--- config.mk ---
export PLATFORM = sky130hd
export DESIGN_NAME = int_gen_dev_flat
export DESIGN_NICKNAME = d
export VERILOG_FILES = /design/src/rtl/int_gen_dev_if.sv /design/src/rtl/int_gen_dev.sv /design/src/flat_wrapper.sv
export SDC_FILE = /design/constraint.sdc
export NUM_CORES = 1
export LEC_CHECK = 0
export BUFFER_PORTS_ARGS = -buffer_cell sky130_fd_sc_hd__buf_2
export CAP_MARGIN = 15
export CORE_ASPECT_RATIO = 0.5
export CORE_MARGIN = 8
export CORE_UTILIZATION = 55
export DETAILED_ROUTE_END_ITERATION = 16
export PLACE_DENSITY_LB_ADDON = 0.1
export SYNTH_ARGS = -nofsm -noshare
export SYNTH_HDL_FRONTEND = slang
export SYNTH_SLANG_ARGS = --single-unit
--- constraint.sdc ---
create_clock -name clk -period 9.3 [get_ports clk]
set_input_delay 0 -clock clk [delete_from_list [all_inputs] [get_ports clk]]
set_output_delay 0 -clock clk [all_outputs]
set_load 0.01 [all_outputs]
--- src/rtl/int_gen_dev_if.sv ---
`default_nettype none
// ============================================================================
// Module   : int_gen_dev_if
// Purpose  : Memory-mapped device bus between the CPU bridge and int_gen_dev.
// Revision : 1.0 - initial release
// ============================================================================
interface int_gen_dev_if;
   logic [31:0] dev_addr;
   logic [31:0] dev_wdata;
   logic [3:0]  dev_byteen;
   logic [31:0] dev_rdata;

   modport master (
      output dev_addr,
      output dev_wdata,
      output dev_byteen,
      input  dev_rdata
   );

   modport slave (
      input  dev_addr,
      input  dev_wdata,
      input  dev_byteen,
      output dev_rdata
   );
endinterface
`default_nettype wire

--- src/rtl/int_gen_dev.sv ---
`default_nettype none
// ============================================================================
// Module   : int_gen_dev
// Purpose  : PC-match external interrupt source with ACK handshake and re-arm.
// Revision : 1.0 - initial release
// ============================================================================
module int_gen_dev #(
   parameter logic [31:0] BASE_ADDR    = 32'h0000_7f20,
   parameter logic [31:0] RESET_TARGET = 32'h0000_0000,
   parameter logic [31:0] RESET_CTRL   = 32'h0000_0101
) (
   input  wire logic        clk,
   input  wire logic        reset,
   input  wire logic [31:0] macroscopic_pc,
   int_gen_dev_if.slave     bus,
   output logic             interrupt
);

   typedef enum logic [2:0] {
      S_IDLE    = 3'd0,
      S_ARMED   = 3'd1,
      S_ASSERT  = 3'd2,
      S_HOLDOFF = 3'd3,
      S_DONE    = 3'd4
   } state_t;

   state_t      state_q, state_d;
   logic [31:0] target_q, target_d;
   logic        en_q, en_d;
   logic        rep_q, rep_d;
   logic [7:0]  max_q, max_d;
   logic [15:0] count_q, count_d;
   logic        irq_q;

   logic [29:0] w_off;
   logic        w_hit;
   logic [1:0]  w_idx;
   logic        w_wr;
   logic        w_ack_wr;
   logic        w_tgt_wr;
   logic        w_ctrl_wr;
   logic [31:0] w_pc_word;
   logic        w_match;
   logic [7:0]  w_max_eff;
   logic        w_unused_lsb;

   // Word offset into the window; the byte-lane bits never affect decoding.
   assign w_off        = bus.dev_addr[31:2] - BASE_ADDR[31:2];
   assign w_hit        = (w_off[29:2] == 28'd0);
   assign w_idx        = w_off[1:0];
   assign w_unused_lsb = ^bus.dev_addr[1:0];

   assign w_wr      = w_hit && (|bus.dev_byteen);
   assign w_ack_wr  = w_wr && (w_idx == 2'd0);
   assign w_tgt_wr  = w_wr && (w_idx == 2'd1);
   assign w_ctrl_wr = w_wr && (w_idx == 2'd2);

   assign w_pc_word = macroscopic_pc & 32'hffff_fffc;
   assign w_match   = (w_pc_word == target_q);
   assign w_max_eff = (max_q == 8'd0) ? 8'd1 : max_q;

   always_comb begin
      target_d = target_q;
      for (int i = 0; i < 4; i++) begin
         if (w_tgt_wr && bus.dev_byteen[i]) begin
            target_d[8*i +: 8] = bus.dev_wdata[8*i +: 8];
         end
      end
   end

   always_comb begin
      en_d  = en_q;
      rep_d = rep_q;
      max_d = max_q;
      if (w_ctrl_wr && bus.dev_byteen[0]) begin
         en_d  = bus.dev_wdata[0];
         rep_d = bus.dev_wdata[1];
      end
      if (w_ctrl_wr && bus.dev_byteen[1]) begin
         max_d = bus.dev_wdata[15:8];
      end
   end

   // Disable wins over every other transition, including a same-cycle ACK.
   always_comb begin
      state_d = state_q;
      count_d = count_q;
      if (!en_d) begin
         state_d = S_IDLE;
      end else begin
         case (state_q)
            S_IDLE: begin
               if (en_q) state_d = S_ARMED;
            end
            S_ARMED: begin
               if (w_match) state_d = S_ASSERT;
            end
            S_ASSERT: begin
               if (w_ack_wr) begin
                  if (count_q != 16'hffff) count_d = count_q + 16'd1;
                  if (rep_q && (({1'b0, count_q} + 17'd1) < {9'd0, w_max_eff}))
                     state_d = S_HOLDOFF;
                  else
                     state_d = S_DONE;
               end
            end
            S_HOLDOFF: begin
               if (!w_match) state_d = S_ARMED;
            end
            S_DONE: begin
               if (w_ctrl_wr) state_d = S_HOLDOFF;
            end
            default: state_d = S_IDLE;
         endcase
      end
   end

   always_ff @(posedge clk) begin
      if (reset) begin
         state_q  <= RESET_CTRL[0] ? S_ARMED : S_IDLE;
         target_q <= RESET_TARGET;
         en_q     <= RESET_CTRL[0];
         rep_q    <= RESET_CTRL[1];
         max_q    <= RESET_CTRL[15:8];
         count_q  <= 16'd0;
         irq_q    <= 1'b0;
      end else begin
         state_q  <= state_d;
         target_q <= target_d;
         en_q     <= en_d;
         rep_q    <= rep_d;
         max_q    <= max_d;
         count_q  <= count_d;
         irq_q    <= (state_d == S_ASSERT);
      end
   end

   assign interrupt = irq_q;

   always_comb begin
      bus.dev_rdata = 32'd0;
      if (w_hit) begin
         case (w_idx)
            2'd0:    bus.dev_rdata = {31'd0, irq_q};
            2'd1:    bus.dev_rdata = target_q;
            2'd2:    bus.dev_rdata = {16'd0, max_q, 6'd0, rep_q, en_q};
            default: bus.dev_rdata = {16'd0, count_q};
         endcase
      end
   end

endmodule
`default_nettype wire

--- src/flat_wrapper.sv ---
// flat-port wrapper written by rule: the top's interface ports become plain ports
module int_gen_dev_flat 
#(
   parameter logic [31:0] BASE_ADDR    = 32'h0000_7f20,
   parameter logic [31:0] RESET_TARGET = 32'h0000_0000,
   parameter logic [31:0] RESET_CTRL   = 32'h0000_0101
)
  (clk, reset, macroscopic_pc, interrupt, bus_dev_addr, bus_dev_wdata, bus_dev_byteen, bus_dev_rdata);
  int_gen_dev_if bus_i ();
  input  wire logic clk;
  input  wire logic reset;
  input  wire logic [31:0] macroscopic_pc;
  output logic interrupt;
  input wire logic [$bits(bus_i.dev_addr)-1:0] bus_dev_addr;
  input wire logic [$bits(bus_i.dev_wdata)-1:0] bus_dev_wdata;
  input wire logic [$bits(bus_i.dev_byteen)-1:0] bus_dev_byteen;
  output wire logic [$bits(bus_i.dev_rdata)-1:0] bus_dev_rdata;
  assign bus_i.dev_addr = bus_dev_addr;
  assign bus_i.dev_wdata = bus_dev_wdata;
  assign bus_i.dev_byteen = bus_dev_byteen;
  assign bus_dev_rdata = bus_i.dev_rdata;
  int_gen_dev #(.BASE_ADDR(BASE_ADDR), .RESET_TARGET(RESET_TARGET), .RESET_CTRL(RESET_CTRL)) u_core (.clk(clk), .reset(reset), .macroscopic_pc(macroscopic_pc), .bus(bus_i), .interrupt(interrupt));
endmodule
==> reports/qor_table.md, run 1 <==
| Group | Quantity | Reported |
|---|---|---|
| run | Max cap viols | 0 |
| setup path | Critical path data arrival time | 4350 ps |
| yosys | Synthesized area divided by synthesized cell count | 8.25 um2 |
| yosys | Number of nets in the synthesized netlist | 644 |
| yosys | Number of distinct library cell variants in the gate-level netlist after synthesis | 66 |
| setup path | Crit path cell chain | buf_2, inv_1, ha_1, or3b_2, a2111oi_0, o2111ai_1, or4_1, or4_1, nand2b_1, nor3_2, and2_1, buf_2 |
| sta | Number of max-slew violations in the final report | 0 |
| global route | Overall global routing resource usage | 25.2% |
| yosys | Share of the synthesized area in compound gates (AO/OA/AOI/OAI) | 9.59% |
| yosys | Share of synthesized cell area in full adder, half adder and majority cells | 2.56% |
| placement | Worst slack at placement | 4930 ps |
| die | Ports | 135 |
| finish | Final std cell area, no fill | 5740 um2 |
| finish | Most common cell after layout, fill and taps aside | sky130_fd_sc_hd__buf_2 |
| sta | Fraction of the cycle the final worst path needs | 46.8% |
| yosys | Basic-gate share of the synthesized area counting and, or, nand and nor cells | 30.5% |
| setup path | Highest net fanout along the worst path | 16 |
| die | Die extent in y | 79.2 um |
| detailed routing | Via count | 4555 |
| yosys | Post-synth ARST share | 0% |
| detailed routing | Drt total wl | 14.1 mm |
| global route | Total overflow reported by the global router | 0 |
| yosys | Post-synthesis sequential area ratio | 28.2% |
| yosys | Share of synthesized area spent on multiplexers | 14.0% |
| clock network | Clock tree root buffer cell | sky130_fd_sc_hd__clkbuf_16 |
| yosys | Most used flip-flop cell after synthesis | sky130_fd_sc_hd__dfxtp_1 |
| sta | Achievable clock frequency | 230 MHz |
| yosys | Total number of yosys warnings | 0 |
| finish | Final core occ | 72.8% |
| placement | Port-buffer cells | 130 |
| pwr | Comb pwr share | 10.7% |
| placement | Global placer's final weighted congestion | 0.930 |
| sta | Final TNS setup | 0 ps |
| yosys | Number of flip-flops and latches in the synthesized netlist | 62 |
| setup path | Slowest Stage Delay on Critical Path | 760 ps |
| global route | Global-route wire length before repair | 22.6 mm |
| yosys | Synth top area share | 28.2% |
| yosys | Synthesized instance count | 533 |
| yosys | Xor-xnor portion of the synthesized cell area | 11.2% |
| sta | Total of endpoints with negative setup slack in the final report | 0 |
| sta | Headroom to the max-slew limit | 20.2% |
| pwr | Total internal power | 537 uW |
| pwr | Cell leakage power | 0.00237 uW |
| detailed routing | Post-route DRC | 0 |
| die | Area of the die | 11300 um2 |
| die | Core outline area | 7890 um2 |
| detailed routing | Detailed Route Iter0 Violations | 275 |
| sta | Final hold viol count | 0 |
| detailed routing | Routed vias/inst | 5.70 |
| sta | Final min period | 4350 ps |
| yosys | Netlist area before placement | 4400 um2 |
| pwr | Net Sw Power | 160 uW |
| pwr | Share of power burned in the clock network | 51.2% |
| finish | Antenna diode count | 0 |
| setup path | Worst Path Buf+Inv | 3 |
| yosys | Combinational family with the most area after synthesis | simple AND/OR/NAND/NOR gates |
| finish | Fraction of layout instances using a drive strength above 1 | 23.6% |
| clock network | TritonCTS clock tree | yes |
| status | Outcome | complete, no violations |
| setup path | Worst EP required | 9300 ps |
| setup path | Start-to-end type of the worst setup path | input pin to output port |
| clock network | Clock latency of the later-clocked register in the worst-skew pair | 330 ps |
| clock network | Number of buffers created by CTS | 9 |
| finish | Highest-count cells in the layout ignoring fill and taps | sky130_fd_sc_hd__buf_2 (130), sky130_fd_sc_hd__nor2_1 (98), sky130_fd_sc_hd__dfxtp_1 (62), sky130_fd_sc_hd__mux2i_1 (58), sky130_fd_sc_hd__dlygate4sd3_1 (32) |
| clock network | H-tree depth | 3 |
| sta | Setup repair after global routing missed its margin | no |
| clock network | Number of sinks handled by clock tree synthesis | 62 |
| clock network | Reg clk slew, reported paths | 50 ps |
| finish | Layout overhead on the synthesized area | 30.6% |
| pwr | Power per standard cell area | 121 nW/um2 |
| pwr | Register share of total power | 38.1% |
| yosys | Cells taking the most area after synthesis | sky130_fd_sc_hd__dfxtp_1 (28%), sky130_fd_sc_hd__mux2i_1 (13%), sky130_fd_sc_hd__nor2_1 (8.4%) |
| detailed routing | Pre-Repair DR Iteration Count | 5 |
| die | Starting Density | 55.8% |
| pwr | Worst-case vdd ir drop | 0.105 mV |
| sta | Worst slew pin tran | 1190 ps |
| detailed routing | Per-cell routed wire length | 17.7 um |
| finish | Net count, final | 793 |
| clock network | Buffer levels on the longest clock path | 2 |
| finish | Fin cells | 799 |
| placement | Instance area after placement | 5090 um2 |
| setup path | Worst Setup Start Kind | input pin |
| setup path | Crit path capture type | output port |
| detailed routing | DRT antenna net count | 0 |
| min path | Worst hold-check path type | input pin to register |
| global route | Number of global-route vias before repair | 4469 |
| sta | Clock tree skew after final layout | 3.97 ps |
| global route | Initial antenna violation count | 0 |
| finish | Number of fillers in the final layout | 644 |
| die | Die X | 142 um |
| yosys | Cell taking the most area after synthesis | sky130_fd_sc_hd__dfxtp_1 |
| setup path | Dominant delay contributor by cell family on the critical path | simple AND/OR/NAND/NOR gates |
| die | Total number of placement rows | 23 |
| yosys | Number of flops mapped to enable cells by yosys | 0 |
| setup path | Cell with the biggest individual delay on the critical path | sky130_fd_sc_hd__or4_1 |
| placement | HPWL after detailed placement | 10.3 mm |
| global route | Largest net degree at the start of global routing | 63 |
| placement | Placed cells | 750 |
| clock network | Post-CTS Setup Bufs | 0 |
| sta | Final WS setup | 4950 ps |
| pwr | Switching Share | 22.9% |
[power groups by stage]
stage	sequential (uW)	clock, uW	combinational [uW]
final	266	357	74.4
after floorplan	271	0	29.4
after global routing	266	375	80.5
after global placement	271	0	60.3
after detailed placement	271	0	60.9
after CTS	266	360	71.7
[path summary, 6_finish.rpt]
path | from | to | slack, ps | cells after the start
max | bus_dev_addr[5] | bus_dev_rdata[23] | 4950 | 12
min reg2reg | u_core.max_q[0] | u_core.max_q[0] | 530 | 1
min | reset | u_core.count_q[8] | 60 | 2
max reg2reg | u_core.count_q[0] | u_core.state_q[1] | 5860 | 9
[area by class of cell]
type	instances	area, um2	share of cell area, %
sequential	62	1240	21.6
tap	112	140	2.44
inverter	16	60.1	1.05
timing repair buffer	165	1010	17.5
clock buffer	10	229	3.99
clock inverter	6	86.3	1.50
multi-input combinational	428	2980	51.9
[through the flow]
stage	hold WS, ps	total power, uW
2_1_floorplan	144	301
3_3_place_gp	233	332
3_5_place_dp	242	332
4_1_cts	115	697
5_1_grt	71.9	721
6_report	60.6	697
[registers in the layout, indices dropped and copies added (netlist names)]
| signal | cells |
|---|---|
| u_core.rep_q | 1 |
| u_core.interrupt | 1 |
| u_core.target_q | 32 |
| u_core.en_q | 1 |
| u_core.count_q | 16 |
| u_core.max_q | 8 |
| u_core.state_q | 3 |
[logic make-up (layout without fill, tap and decap cells)]
| logic type | count (synthesis) | after routing |
|---|---|---|
| and+or+nand+nor | 246 | 246 |
| DFF | 62 | 62 |
| buffers and inverters | 43 | 197 |
| adders and majority gates | 9 | 9 |
| xor gates and xnor gates | 56 | 56 |
| AOI/OAI and AO/OA | 57 | 57 |
| muxes | 60 | 60 |
[synth_stat cells, drive strengths merged, types with 2 or more instances]
cell / count
nand4: 17
xor2: 30
clkbuf: 22
nand3b: 2
and3: 2
a31oi: 2
and4: 2
a41oi: 2
nor3: 13
a211oi: 5
inv: 15
a2111oi: 2
and2: 18
nand3: 19
a21boi: 2
o2111ai: 2
a21oi: 13
or2: 3
and4b: 4
nor4b: 2
o21a: 2
nor4: 21
o22a: 2
or4: 6
mux2i: 58
o31ai: 5
or3: 7
nor2: 98
ha: 9
nand2: 14
nand2b: 8
dfxtp: 62
xnor2: 26
nor2b: 4
o21ai: 3
o311ai: 3
buf: 5
[timing repair]
item,in CTS,in global routing
resized for setup,0,0
hold endpoints to repair,40,0
hold buffers,32,0
[per-layer routing]
| layer | track usage, % | routed length (um) | up-vias |
|---|---|---|---|
| met5 | 0 | 0 | - |
| li1 | - | - | 2223 |
| met1 | 31.4 | 6080 | 2085 |
| met4 | 8.94 | 301 | 0 |
| met3 | 7.89 | 1310 | 33 |
| met2 | 40.7 | 6450 | 214 |
No activity file was read; power rests on OpenSTA's default activity.
==> inputs of run 2 (changes only) <==
ABC_AREA = 1   (was unset)
CORE_UTILIZATION = 53   (was 55)
clock period = 4.2 ns   (was 9.3 ns; I/O delays follow)
==> run 2 against run 1 <==
  * Hold slack better by 7.2 ps
  * Critical path depth increased by 5
  * Routed wire length rose by 12%
  * Utilization shrank 2.6 points
  * Clock skew is 4.0 ps higher
  * Non-clock buffer count up 1
  * First-iteration DRC count is 72% higher
  * Global-route usage up 0.41 points
  * Power rose by 120%
==> reports/qor_table.md, run 2 <==
| Group | Quantity | Reported | Change |
|---|---|---|---|
| status | Outcome | complete, no violations |  |
| sta | Total of endpoints with negative setup slack in the final report | 0 | unchanged |
| detailed routing | Per-cell routed wire length | 14.8 um | -16% |
| clock network | Post-CTS Setup Bufs | 0 | unchanged |
| yosys | Post-synth top cells | sky130_fd_sc_hd__nand2_1 (190), sky130_fd_sc_hd__nor2_1 (133), sky130_fd_sc_hd__inv_1 (111) |  |
| pwr | Worst-case vdd ir drop | 0.228 mV | +120% |
| pwr | Cell leakage power | 0.00290 uW | +22% |
| finish | Final std cell area, no fill | 6130 um2 | +6.8% |
| setup path | Highest net fanout along the worst path | 5 | -11 |
| pwr | Net Sw Power | 400 uW | +150% |
| die | Core outline area | 8740 um2 | +11% |
| yosys | Post-synth ARST share | 0% | unchanged |
| placement | HPWL after detailed placement | 12.3 mm | +20% |
| detailed routing | Pre-Repair DR Iteration Count | 4 | -1 |
| yosys | Most used flip-flop cell after synthesis | sky130_fd_sc_hd__dfxtp_1 |  |
| sta | Achievable clock frequency | 389 MHz |  |
| finish | Fin cells | 1072 | +34% |
| global route | Largest net degree at the start of global routing | 33 | -48% |
| setup path | Crit path capture type | register |  |
| setup path | Cell with the biggest individual delay on the critical path | sky130_fd_sc_hd__dfxtp_1 |  |
| placement | Instance area after placement | 5490 um2 | +7.9% |
| clock network | Reg clk slew, reported paths | 60 ps | about the same |
| pwr | Total internal power | 1130 uW | +110% |
| placement | Placed cells | 1021 | +36% |
| pwr | Power per standard cell area | 250 nW/um2 | +110% |
| setup path | Slowest Stage Delay on Critical Path | 440 ps | -320 ps |
| die | Die extent in y | 83.1 um | +4.9% |
| global route | Global-route wire length before repair | 26.2 mm | +16% |
| sta | Final min period | 2570 ps |  |
| pwr | Share of power burned in the clock network | 49.8% | -1.4 points |
| setup path | Worst EP required | 4480 ps | -4820 ps |
| setup path | Worst Setup Start Kind | register |  |
| sta | Number of max-slew violations in the final report | 0 | unchanged |
| yosys | Netlist area before placement | 4770 um2 | +8.5% |
| finish | Sequential cell area | 1240 um2 | unchanged |
| sta | Worst slew pin tran | 810 ps | -376 ps |
| die | Ports | 135 | unchanged |
| pwr | Switching Share | 26.1% | +3.1 points |
| yosys | Synthesized area divided by synthesized cell count | 6.03 um2 | -27% |
| global route | Overall global routing resource usage | 25.6% | +0.41 points |
| finish | Layout overhead on the synthesized area | 28.5% |  |
| sta | Final hold viol count | 0 | unchanged |
| die | Area of the die | 12500 um2 | +11% |
| yosys | Cell taking the most area after synthesis | sky130_fd_sc_hd__dfxtp_1 |  |
| finish | Net count, final | 1059 | +34% |
| finish | Final core occ | 70.2% | -2.6 points |
| die | Total number of placement rows | 24 | +4.3% |
| yosys | Number of nets in the synthesized netlist | 902 | +40% |
| yosys | Number of distinct library cell variants in the gate-level netlist after synthesis | 36 | -45% |
| clock network | Clock latency of the later-clocked register in the worst-skew pair | 340 ps | about the same |
| finish | Fraction of layout instances using a drive strength above 1 | 20.3% | -3.3 points |
| finish | Number of fillers in the final layout | 784 | +22% |
| setup path | Dominant delay contributor by cell family on the critical path | simple AND/OR/NAND/NOR gates |  |
| clock network | TritonCTS clock tree | yes |  |
| finish | Area of the multi-input gates | 2980 um2 | unchanged |
| detailed routing | Via count | 5570 | +22% |
| global route | Number of global-route vias before repair | 5555 | +24% |
| clock network | H-tree depth | 3 | unchanged |
| clock network | Number of buffers created by CTS | 9 | unchanged |
| finish | Highest-count cells in the layout ignoring fill and taps | sky130_fd_sc_hd__nand2_1 (190), sky130_fd_sc_hd__nor2_1 (133), sky130_fd_sc_hd__buf_2 (130), sky130_fd_sc_hd__inv_1 (111), sky130_fd_sc_hd__dfxtp_1 (62) |  |
| yosys | Synthesized instance count | 791 | +48% |
| yosys | Post-synthesis sequential area ratio | 26.0% | -2.2 points |
| finish | Most common cell after layout, fill and taps aside | sky130_fd_sc_hd__nand2_1 |  |
| min path | Worst hold-check path type | input pin to register |  |
| detailed routing | Detailed Route Iter0 Violations | 474 | +72% |
| pwr | Design Power | 1530 uW | +120% |
| die | Starting Density | 54.6% | -1.2 points |
| pwr | Register share of total power | 38.3% | +0.2 points |
| die | Die X | 150 um | +5.4% |
| sta | Headroom to the max-slew limit | 46.0% | +26 points |
| sta | Clock tree skew after final layout | 8.00 ps | +4.03 ps |
| detailed routing | Post-route DRC | 0 | unchanged |
| clock network | Clock tree root buffer cell | sky130_fd_sc_hd__clkbuf_16 |  |
| run | Max cap viols | 0 | unchanged |
| sta | Setup repair after global routing missed its margin | no |  |
| yosys | Total number of yosys warnings | 0 | unchanged |
| global route | Total overflow reported by the global router | 0 | unchanged |
| sta | Final TNS setup | 0 ps | unchanged |
| finish | Regs by FF count | u_core.target_q (32), u_core.count_q (16), u_core.max_q (8) |  |
| detailed routing | Routed vias/inst | 5.20 | -8.9% |
| yosys | Number of flip-flops and latches in the synthesized netlist | 62 | unchanged |
| placement | Port-buffer cells | 130 | unchanged |
| yosys | Cells taking the most area after synthesis | sky130_fd_sc_hd__dfxtp_1 (26%), sky130_fd_sc_hd__nand2_1 (15%), sky130_fd_sc_hd__nor2_1 (10%) |  |
| setup path | Critical path data arrival time | 2840 ps | -1510 ps |
| setup path | Start-to-end type of the worst setup path | register to register |  |
| clock network | Number of sinks handled by clock tree synthesis | 62 | unchanged |
| finish | Largest register FFs | 32 | unchanged |
| pwr | Comb pwr share | 11.9% | +1.2 points |
| clock network | Buffer levels on the longest clock path | 2 | unchanged |
| detailed routing | DRT antenna net count | 0 | unchanged |
| setup path | Crit path cell chain | ha_1, nand3_1, xor2_1, ha_1, nand2_1, nor2_1, a211oi_1, o21ai_0, nand3_1, nand2_1, nand2_1, nand3_1, nor2_1, nand2_1, nand3_1, nand2_1, nor2_1 |  |
| yosys | Leading cell type by number of instances after synthesis | sky130_fd_sc_hd__nand2_1 |  |
| setup path | CP dominant cell by count | sky130_fd_sc_hd__nand2_1 |  |
| yosys | Synth top area share | 26.0% | -2.2 points |
| placement | Global placer's final weighted congestion | 0.906 | -2.6% |
| yosys | Number of flops mapped to enable cells by yosys | 0 | unchanged |
| finish | Register containing the most flip-flops in the final layout | u_core.target_q |  |
| global route | Initial antenna violation count | 3 | +3 |
| detailed routing | Drt total wl | 15.9 mm | +12% |
| setup path | Worst Path Buf+Inv | 0 | -3 |
| sta | Fraction of the cycle the final worst path needs | 61.1% |  |
==> run 2: final cells by class <==
| type | count | area share, % |
|---|---|---|
| clock inverter | 7 | 1.33 |
| tap | 117 | 2.39 |
| timing repair buffer | 166 | 16.4 |
| inverter | 120 | 7.34 |
| clock buffer | 9 | 3.67 |
| antenna | 2 | 0.0816 |
| sequential | 62 | 20.2 |
| multi-input combinational | 589 | 48.6 |
==> run 2: worst paths after layout <==
check,end,start,cells after the start,slack [ps]
min reg2reg,u_core.target_q[12],u_core.target_q[12],2,500
max,u_core.interrupt,u_core.count_q[0],17,1630
max reg2reg,u_core.interrupt,u_core.count_q[0],17,1630
min,u_core.target_q[12],reset,2,70
==> run 2: logic make-up (layout without fill, tap and decap cells) <==
kind of cell	after synthesis	in the layout	synth area share, %
other	0	2	0
buffers and inverters	140	302	11.5
AO/OA/AOI/OAI	87	87	11.1
XOR/XNOR	23	23	4.22
AND/OR/NAND/NOR	470	470	44.8
flip-flops	62	62	26.0
adder cells (fa/ha/maj)	9	9	2.36
==> run 2: metal layers <==
layer	track usage [%]	wire length, um	part of all wire [%]
met1	30.7	6840	43
met2	43.4	7530	47
met3	5.95	1020	6.5
met4	10.3	447	2.8
met5	0	10	0.063
==> run 2: power groups by stage <==
stage	clock network, uW	logic, uW	registers (uW)
after floorplan	0	79.2	601
after global placement	0	155	601
after detailed placement	0	156	601
after CTS	773	180	588
after global routing	799	200	588
final	765	182	588
==> run 2: stage by stage <==
stage	hold WS [ps]	worst slack (ps)
final	67.7	1630
after global routing	85.5	1410
after CTS	58.9	1660
after detailed placement	236	1520
after global placement	230	1590
after floorplan	142	2080
==> run 2: repair_timing <==
item / in CTS / in global routing
resized for setup: 0 / 0
hold endpoints to repair: 41 / 0
hold buffers: 33 / 0
==> inputs of run 3 (changes only) <==
ABC_AREA = 0   (was 1)
CORE_UTILIZATION = 47   (was 53)
clock period = 2.1 ns   (was 4.2 ns; I/O delays follow)
==> run 3 against run 2 <==
  * The flow now finishes with violations (negative setup slack)
  * Register-to-register slack worse by 2200 ps
  * First-iteration DRC count down 6.1%
  * Cell count down 12%
  * Via count up 1.0%
  * Highest routed layer is now met4
  * Sequential power up 100%
==> reports/qor_table.md, run 3 (synthesis results as in run 1) <==
| Group | Quantity | Reported | Change |
|---|---|---|---|
| finish | Number of fillers in the final layout | 465 | -41% |
| finish | Net count, final | 931 | -12% |
| sta | Final min period | 3000 ps |  |
| sta | Fraction of the cycle the final worst path needs | 143% |  |
| placement | Global placer's final weighted congestion | 0.890 | -1.7% |
| sta | Total of endpoints with negative setup slack in the final report | 94 | +94 |
| sta | Final WS setup | -905 ps | -2540 ps |
| clock network | H-tree depth | 3 | unchanged |
| finish | Highest-count cells in the layout ignoring fill and taps | sky130_fd_sc_hd__buf_4 (115), sky130_fd_sc_hd__buf_2 (94), sky130_fd_sc_hd__nor2_1 (78), sky130_fd_sc_hd__dfxtp_1 (60), sky130_fd_sc_hd__mux2i_1 (54) |  |
| sta | Final TNS setup | -62440 ps | -62440 ps |
| clock network | Reg clk slew, reported paths | 50 ps | about the same |
| placement | Worst slack at placement | -1330 ps | -2850 ps |
| clock network | Clock tree root buffer cell | sky130_fd_sc_hd__clkbuf_16 |  |
| global route | Largest net degree at the start of global routing | 25 | -24% |
| pwr | Cell leakage power | 0.00327 uW | +13% |
| finish | Largest register FFs | 32 | unchanged |
| die | Core outline area | 9260 um2 | +6.0% |
| die | Ports | 135 | unchanged |
| detailed routing | Routed vias/inst | 5.94 | +14% |
| detailed routing | Pre-Repair DR Iteration Count | 10 | +6 |
| sta | Clock tree skew after final layout | 7.45 ps | -0.547 ps |
| detailed routing | Via count | 5627 | +1.0% |
| global route | Number of global-route vias before repair | 5665 | +2.0% |
| run | Max cap viols | 0 | unchanged |
| detailed routing | DRT antenna net count | 0 | unchanged |
| finish | Most common cell after layout, fill and taps aside | sky130_fd_sc_hd__buf_4 |  |
| detailed routing | Post-route DRC | 0 | unchanged |
| setup path | Highest net fanout along the worst path | 8 | +3 |
| setup path | Worst EP required | 2290 ps | -2190 ps |
| setup path | Start-to-end type of the worst setup path | input pin to register |  |
| finish | Layout overhead on the synthesized area | 78.6% |  |
| setup path | Critical path data arrival time | 3200 ps | +360 ps |
| detailed routing | Detailed Route Iter0 Violations | 445 | -6.1% |
| die | Starting Density | 47.5% | -7.1 points |
| clock network | Number of buffers created by CTS | 9 | unchanged |
| global route | Initial antenna violation count | 1 | -2 |
| die | Die extent in y | 84.4 um | +1.6% |
| sta | Headroom to the max-slew limit | 12.6% | -33 points |
| sta | Number of max-slew violations in the final report | 0 | unchanged |
| clock network | Clock latency of the later-clocked register in the worst-skew pair | 340 ps | about the same |
| die | Total number of placement rows | 25 | +4.2% |
| sta | Worst slew pin tran | 1300 ps | +489 ps |
| pwr | Worst-case vdd ir drop | 0.355 mV | +56% |
| finish | Final std cell area, no fill | 7850 um2 | +28% |
| sta | Setup repair after global routing missed its margin | yes |  |
| placement | Port-buffer cells | 130 | unchanged |
| placement | Placed cells | 878 | -14% |
| setup path | Worst Setup Start Kind | input pin |  |
| detailed routing | Per-cell routed wire length | 21.8 um | +48% |
| global route | Global-route wire length before repair | 29.1 mm | +11% |
| finish | Fraction of layout instances using a drive strength above 1 | 46.7% | +26 points |
| sta | Final worst hold slack | 135 ps | +67.5 ps |
| die | Die X | 153 um | +1.7% |
| setup path | Crit path capture type | register |  |
| status | Outcome | finished, violations left |  |
| placement | Instance area after placement | 6230 um2 | +13% |
| finish | Register containing the most flip-flops in the final layout | u_core.target_q |  |
| min path | Worst hold-check path type | input pin to register |  |
| status | Violated checks | negative setup slack |  |
| sta | Achievable clock frequency | 333 MHz |  |
| die | Area of the die | 12900 um2 | +3.3% |
| global route | Overall global routing resource usage | 27.8% | +2.1 points |
| clock network | Number of sinks handled by clock tree synthesis | 62 | unchanged |
| clock network | Buffer levels on the longest clock path | 2 | unchanged |
| sta | Final hold viol count | 0 | unchanged |
| placement | HPWL after detailed placement | 11.8 mm | -4.2% |
| clock network | TritonCTS clock tree | yes |  |
| finish | Regs by FF count | u_core.target_q (32), u_core.count_q (16), u_core.max_q (8) |  |
| finish | Fin cells | 947 | -12% |
| pwr | Power per standard cell area | 415 nW/um2 | +66% |
| global route | Total overflow reported by the global router | 0 | unchanged |
| detailed routing | Drt total wl | 20.7 mm | +30% |
run 3: worst max-delay path, stage by stage:
cell and delay [ps]:
sky130_fd_sc_hd__buf_12 90, sky130_fd_sc_hd__inv_12 30, sky130_fd_sc_hd__ha_4 240, sky130_fd_sc_hd__or3b_4 370, sky130_fd_sc_hd__a2111oi_4 210, sky130_fd_sc_hd__o2111ai_2 150
sky130_fd_sc_hd__or4_1 510, sky130_fd_sc_hd__or4_4 520, sky130_fd_sc_hd__buf_8 160, sky130_fd_sc_hd__buf_6 130, sky130_fd_sc_hd__nor4_4 200, sky130_fd_sc_hd__buf_12 190
sky130_fd_sc_hd__mux2i_1 300, sky130_fd_sc_hd__nor2_1 90
run 3: final cells by class:
type / count / area [um2] / share of cell area [%]
Sequential cell: 62 / 1250 / 15.9
Multi-Input combinational cell: 428 / 3580 / 45.5
Tap cell: 121 / 151 / 1.93
Inverter: 16 / 75.1 / 0.956
Timing Repair Buffer: 303 / 2480 / 31.6
Clock inverter: 4 / 70.1 / 0.892
Antenna cell: 1 / 2.50 / 0.0319
Clock buffer: 12 / 246 / 3.14
run 3: worst paths after layout:
check                 startpoint  cells after the start  slack (ps)             endpoint
max reg2reg    u_core.count_q[2]                     12        -520     u_core.interrupt
min                        reset                      2         140  u_core.target_q[12]
min reg2reg  u_core.target_q[19]                      2         550  u_core.target_q[19]
max              bus_dev_addr[5]                     14        -900  u_core.target_q[15]
run 3: repair_timing:
action / in CTS / in global routing
pin swaps: 52 / 28
setup endpoints to repair: 94 / 94
endpoints found under the hold margin: 40 / 0
buffers inserted: 18 / 5
cloned: 2 / 0
hold buffers: 32 / 0
resized for setup: 95 / 59
run 3: where the power goes:
group / switching, uW / leakage, uW / internal [uW] / total [uW]
sequential: 0.00000101 / 0.000501 / 1180 / 1180
clock: 557 / 0.000157 / 1070 / 1620
combinational: 224 / 0.00262 / 232 / 457
total: 781 / 0.00327 / 2480 / 3260
run 3: routing by layer:
metal  wire length, um  vias up  GRT usage (%)
met5                 0        -              0
met3              1900      115           7.02
met4              1040        0           11.6
li1                  -     2501              -
met2             10000      386           48.7
met1              7720     2625           31.9
run 3: metrics by stage:
step	power, uW	utilization, %
3_5_place_dp	1550	67.3
5_1_grt	3330	84.8
2_1_floorplan	1340	-
6_report	3260	84.8
3_3_place_gp	1550	67.3
4_1_cts	3200	81.3
